==> config.mk <==
export PLATFORM = sky130hd
export DESIGN_NAME = instr_encoder
export DESIGN_NICKNAME = d
export VERILOG_FILES = /design/src/rtl/instr_encoder.sv
export SDC_FILE = /design/constraint.sdc
export NUM_CORES = 1
export LEC_CHECK = 0
export BUFFER_PORTS_ARGS = -buffer_cell sky130_fd_sc_hd__buf_4
export CELL_PAD_IN_SITES_DETAIL_PLACEMENT = 0
export CELL_PAD_IN_SITES_GLOBAL_PLACEMENT = 1
export CORE_AREA = 4 4 157 159
export CTS_BUF_LIST = sky130_fd_sc_hd__clkbuf_16
export DETAILED_ROUTE_END_ITERATION = 8
export DIE_AREA = 0 0 161 163
export PLACE_DENSITY_LB_ADDON = 0.1
export SETUP_SLACK_MARGIN = 0.15
export SLEW_MARGIN = 5
export SYNTH_ARGS = -nofsm -noshare
export SYNTH_HDL_FRONTEND = slang
export SYNTH_SLANG_ARGS = --single-unit
==> constraint.sdc <==
create_clock -name clk -period 3.2 [get_ports clk]
set_input_delay 0.32 -clock clk [delete_from_list [all_inputs] [get_ports clk]]
set_output_delay 0.32 -clock clk [all_outputs]
set_load 0.02 [all_outputs]
==> src/rtl/instr_encoder.sv <==
//------------------------------------------------------------------------------
//  Module      : instr_encoder
//  Description : Packs RV32I instruction fields into 32-bit words. Each word
//                is tagged with a running target address and queued in a
//                2-entry FIFO behind a valid/ready output handshake.
//                Optional build macro ENCODER_FIELD_CHECK_EN: when it is
//                defined, the encoder also rejects immediates that cannot be
//                represented in the selected format.
//  Revision    : 1.0 - initial release
//------------------------------------------------------------------------------
`default_nettype none

module instr_encoder #(
  parameter logic [31:0] RESET_ADDR = 32'h0000_0000
) (
  input  logic        clk,
  input  logic        reset,
  input  logic        in_valid,
  output logic        in_ready,
  input  logic [2:0]  fmt,
  input  logic [6:0]  opcode,
  input  logic [2:0]  funct3,
  input  logic [6:0]  funct7,
  input  logic [4:0]  rs1,
  input  logic [4:0]  rs2,
  input  logic [4:0]  rd,
  input  logic [31:0] imm,
  input  logic        load_base,
  input  logic [31:0] base_addr,
  output logic        out_valid,
  input  logic        out_ready,
  output logic [31:0] out_instr,
  output logic [31:0] out_addr,
  output logic        err
);

  localparam logic [2:0] c_FMT_R = 3'd0;
  localparam logic [2:0] c_FMT_I = 3'd1;
  localparam logic [2:0] c_FMT_S = 3'd2;
  localparam logic [2:0] c_FMT_B = 3'd3;
  localparam logic [2:0] c_FMT_U = 3'd4;
  localparam logic [2:0] c_FMT_J = 3'd5;
  localparam logic [1:0] c_DEPTH = 2'd2;

  logic [31:0] r_instr_mem [2];
  logic [31:0] r_addr_mem  [2];
  logic        r_rd_ptr;
  logic        r_wr_ptr;
  logic [1:0]  r_count;
  logic [31:0] r_addr_ctr;
  logic        r_err;

  logic [31:0] w_instr;
  logic        w_legal;
  logic        w_accept;
  logic        w_push;
  logic        w_pop;

  // Pack the fields of the selected format; unused fields never reach the word.
  always_comb begin
    w_instr = '0;
    case (fmt)
      c_FMT_R: w_instr = {funct7, rs2, rs1, funct3, rd, opcode};
      c_FMT_I: w_instr = {imm[11:0], rs1, funct3, rd, opcode};
      c_FMT_S: w_instr = {imm[11:5], rs2, rs1, funct3, imm[4:0], opcode};
      c_FMT_B: w_instr = {imm[12], imm[10:5], rs2, rs1, funct3, imm[4:1], imm[11], opcode};
      c_FMT_U: w_instr = {imm[31:12], rd, opcode};
      c_FMT_J: w_instr = {imm[20], imm[10:1], imm[11], imm[19:12], rd, opcode};
      default: w_instr = '0;
    endcase
  end

  // Decide whether the offered bundle becomes a word or raises err.
  always_comb begin
    w_legal = 1'b0;
`ifdef ENCODER_FIELD_CHECK_EN
    // Immediates must fit the format: upper bits a pure sign extension,
    // branch/jump offsets halfword aligned, U low bits empty.
    case (fmt)
      c_FMT_R: w_legal = 1'b1;
      c_FMT_I,
      c_FMT_S: w_legal = (&imm[31:11]) | ~(|imm[31:11]);
      c_FMT_B: w_legal = ((&imm[31:12]) | ~(|imm[31:12])) & ~imm[0];
      c_FMT_U: w_legal = ~(|imm[11:0]);
      c_FMT_J: w_legal = ((&imm[31:20]) | ~(|imm[31:20])) & ~imm[0];
      default: w_legal = 1'b0;
    endcase
`else
    // Out-of-range immediates are truncated; only reserved formats fail.
    w_legal = (fmt <= c_FMT_J);
`endif
  end

  // A base reload owns the cycle, so no bundle is taken alongside it.
  assign in_ready  = (r_count < c_DEPTH) && !load_base;
  assign w_accept  = in_valid && in_ready;
  assign w_push    = w_accept && w_legal;
  assign out_valid = (r_count != 2'd0);
  assign w_pop     = out_valid && out_ready;
  assign out_instr = r_instr_mem[r_rd_ptr];
  assign out_addr  = r_addr_mem[r_rd_ptr];
  assign err       = r_err;

  // FIFO storage and pointers; storage is cleared so the head reads zero after reset.
  always_ff @(posedge clk) begin
    if (reset) begin
      r_instr_mem[0] <= '0;
      r_instr_mem[1] <= '0;
      r_addr_mem[0]  <= '0;
      r_addr_mem[1]  <= '0;
      r_rd_ptr       <= 1'b0;
      r_wr_ptr       <= 1'b0;
      r_count        <= '0;
    end else begin
      if (w_push) begin
        r_instr_mem[r_wr_ptr] <= w_instr;
        r_addr_mem[r_wr_ptr]  <= r_addr_ctr;
        r_wr_ptr              <= ~r_wr_ptr;
      end
      if (w_pop) begin
        r_rd_ptr <= ~r_rd_ptr;
      end
      case ({w_push, w_pop})
        2'b10:   r_count <= r_count + 2'd1;
        2'b01:   r_count <= r_count - 2'd1;
        default: r_count <= r_count;
      endcase
    end
  end

  // Address counter: reload wins, otherwise advance one word per pushed entry.
  always_ff @(posedge clk) begin
    if (reset) begin
      r_addr_ctr <= RESET_ADDR;
    end else if (load_base) begin
      r_addr_ctr <= base_addr;
    end else if (w_push) begin
      r_addr_ctr <= r_addr_ctr + 32'd4;
    end
  end

  // One-cycle err pulse for a bundle taken by the handshake but not queued.
  always_ff @(posedge clk) begin
    if (reset) begin
      r_err <= 1'b0;
    end else begin
      r_err <= w_accept && !w_legal;
    end
  end

endmodule

`default_nettype wire

; ---- Word level (Yosys, flattened, before mapping)
; Memories as Yosys holds them, arrays and structs flattened. A register that Yosys moved wholly into a read port is not among the register bits.
; Index checks and enable logic that the tools add are counted.
[op_classes]
n_lt_le_gt_ge = 2
bitwise_logic = 2
mux = 19
reduce_logical = 13
n_addsub = 3
eq_ne = 7
[ops]
columns = cell, n
row1 = $pmux 32 s6, 1
row2 = $mux 32, 4
row3 = $reduce_or 32->1, 2
row4 = $add 32x3->32 const B, 1
row5 = $mux 1, 13
row6 = $eq 3x2->1 const B, 2
row7 = $eq 3x3->1 const B, 2
row8 = $reduce_bool 2->1, 3
row9 = $logic_and 1x1->1, 5
row10 = $pmux 2 s2, 1
row11 = $eq 3x1->1 const B, 1
row12 = $le 3x3->1 const B, 1
row13 = $logic_not 3->1, 1
row14 = $add 2x1->2 const B, 1
row15 = $eq 2x1->1 const B, 1
row16 = $eq 2x2->1 const B, 1
row17 = $logic_not 1->1, 2
row18 = $lt 2x2->1 const B, 1
row19 = $not 1->1, 2
row20 = $sub 2x1->2 const B, 1
[totals]
mem_count = 2
out_inout_bits = 67
ram_bits = 128
regBits = 37
wordCells = 53
[memory_table]
columns = memory, words, word_bits, rd, rd_clocked_by_memory_dff, write_ports, line
row1 = r_addr_mem, 2, 32, 1, 1, 2, 46  ; logic [31:0] r_addr_mem [2];
row2 = r_instr_mem, 2, 32, 1, 1, 2, 45  ; logic [31:0] r_instr_mem [2];

; ---- Depth between registers and ports, before layout
[logic_depth]
ltp_word = 9
ltp_mapped = 8
depth_no_buf = 7

; ---- Worst setup path after synthesis
; OpenSTA, ideal clock, no wires.
[synth_timing]
kind = input to register
startpoint = input fmt[2]
endpoint = memory r_addr_mem[1][0] (enable)
arrival_time_ps = 2659
path_stages = 6
setup_slack_ps = 109
path_cell_list = buf_6 > a21bo_4 > nor4_1 > nand2_1 > clkbuf_1 > nand2b_1
[synth_lines]
columns = item, line
row1 = start: declaration, 20  ; input logic [2:0] fmt,
row2 = end: declaration, 46

==> flow_summary.ini <==
[clock_tree]
cts_buffers = 17
clkLatencyLatePin_ns = 0.42
htreeDepth = 4
cts_root_buffer = clkbuf_16
ctsHoldBuffers = 0
cts_setup_buffers = 0
cts_tree = done
clk_pin_slew_worst_paths_ns = 0.07
clock_sinks = 166
clk_path_buf_depth = 2
cts-resized-gates = 0

[placed_design]
gp_congestion = 0.834
port_buffers = 170
dp_hpwl_mm = 15.2
post_dp_cell_area_um2 = 9600

[floorplanning]
start_util_pct = 34.5
die-height_um = 163
die_area_um2 = 26200
rows = 56
core-area_um2 = 23300
io_pins = 171
die_w_um = 161

[worst_setup_path]
worstPathRequired_ns = 2.88
r2r_slack_ns = 1.13
worstSetupPathType = reg -> out
r2r-start = r_addr_ctr[3]
startpoint_type = register
setup.worst_path.end = out_addr[13]
crit_arrival_ns = 2.09
cp-end-kind = output pin
reg2reg_to = r_addr_ctr[12]
crit_fanout = 39
r2r_cells = 5

[logic_synthesis]
netlist_area_um2 = 8020
ys_warn_count = 0
ys_types = 51
syn_area_per_cell_um2 = 11.6
synthTopCellsByArea = edfxtp_1, dfxtp_1, mux2_2, and3_1, nor2_1
syn_nets = 799
netlist_top_cells_count = edfxtp_1, nor2_1, and3_1
yosysSeqAreaShare_pct = 57.4
yosys_most_used_dff = edfxtp_1
synth_edf_count = 128
synthMostInstantiatedCell = edfxtp_1
yosys.area.top_type = edfxtp_1
synth_seq_cells = 166
syn_inst = 693
synth_async_sr_flop_share_pct = 0
synth_top_area_share_pct = 48.0

[drt]
drt_wl_total_mm = 21.7
viasPerCell = 5.01
drc = 0
drt_iter0_markers = 293
wl_per_cell_um = 18.5
vias = 5867
antenna_left = 0
drt-pass1-iter-count = 4

[global_route]
grt_pass1_vias = 6048
antenna_found_initial = 1
grt_max_degree = 74
grt_first_pass_wirelength_mm = 33.9
grt_overflow = 0
grt.total_usage_pct = 16.5

[hold_path]
min_path_type = in -> reg
holdPathStages = 3

[timing]
slew_violations = 0
final.setup.tns_ns = 0
fmax_mhz = 414
fin_worst_skew_ns = 0.00890
timing.final.crit_share_pct = 75.4
worst_pin_slew_ns = 0.753
slew_headroom_pct = 49.7
timing.final.crit_period_ns = 2.41
finalHoldViolCount = 0
rsz0062_at_grt = false
setup_viol = 0
worst_hold_slack_ns = 0.100

[cells_and_area]
fin_nets = 946
utilization_pct = 43.6
layout-drive-gt1-share_pct = 34.3
antennaDiodeCount = 0
syn_to_final_growth_pct = 26.6
fin_area_um2 = 10100

[power]
p_leak_nw = 4.17
ir_worst_vdd_mv = 0.389
power_density_nw_per_um2 = 581

[run]
maxCapViolCount = 0

[outcome]
status = complete, no violations
worst min-delay path by stage:
stage	endpoint	start
detailed placement	register	r_rd_ptr
floorplan	r_addr_ctr[18]	base_addr[18]
global route	r_addr_ctr[30]	base_addr[30]
CTS	r_addr_ctr[18]	base_addr[18]
global placement	r_addr_ctr[1]	r_addr_ctr[1]
finish	r_addr_ctr[18]	base_addr[18]
per-stage QoR:
stage	std cells	power, mW	setup WS (ns)
floorplan	693	3.45	0.457
finish	1172	5.89	0.786
global route	1172	6.16	0.643
detailed placement	1140	4.07	0.947
CTS	1172	5.98	0.709
global placement	1140	4.07	1.00
area by class of cell:
| type | count | area (µm²) |
|---|---|---|
| fillers | 2225 | 13100 |
| flip-flops and latches | 166 | 4610 |
| multi-input cells | 471 | 3200 |
| repair buffers | 180 | 1380 |
| clock buffers | 17 | 425 |
| well taps | 319 | 399 |
| clock inverters | 15 | 123 |
| inverters | 4 | 17.5 |
power breakdown:
group | internal [mW] | switching, mW | leakage (nW)
Clock | 1.01 | 0.884 | 0.269
Combinational | 0.650 | 0.742 | 2.25
Sequential | 2.47 | 0.140 | 1.65
cell families (layout without fill, tap and decap cells):
logic type | Yosys count | after routing | synth area share [%]
AOI/OAI and AO/OA | 86 | 86 | 7.07
DFF | 166 | 166 | 57.4
xor gates and xnor gates | 27 | 27 | 2.95
buffers and inverters | 56 | 216 | 2.83
and+or+nand+nor | 276 | 276 | 18.4
muxes | 80 | 80 | 11.0
adders and majority gates | 2 | 2 | 0.312
registers in the layout, summed over array words and instances, names as in the netlist, named ones only:
signal       cells
r_wr_ptr         1
r_addr_ctr      32
r_count          2
r_rd_ptr         1
r_instr_mem     64
r_addr_mem      64
err              1
placed cells by master, fill, tap and decap left out, types with 7 or more instances in the layout:
master	count
o21ai_0	10
a22oi_1	16
dfxtp_1	37
nand3_1	10
xnor2_1	18
edfxtp_1	128
clkbuf_16	17
a211oi_1	14
nand2_1	35
and3_1	77
a21oi_1	28
nand4_1	12
and2_1	7
nor3_1	7
xor2_1	9
buf_4	178
mux2i_1	13
mux2_2	67
nor2b_1	12
nor2_1	89
layer usage:
layer | track usage (%) | share of wire (%) | vias up
met5 | 0 | 0 | -
met2 | 26.9 | 47 | 178
met1 | 22.1 | 47 | 2802
li1 | - | - | 2863
met3 | 3.64 | 4.9 | 24
met4 | 4.85 | 1.6 | 0
critical path: stages (launching register included):
cell     delay [ns]
dfxtp_2        0.77
buf_12         0.32
mux2_2         0.39
buf_4          0.16
(Power assumes the default switching activity.)
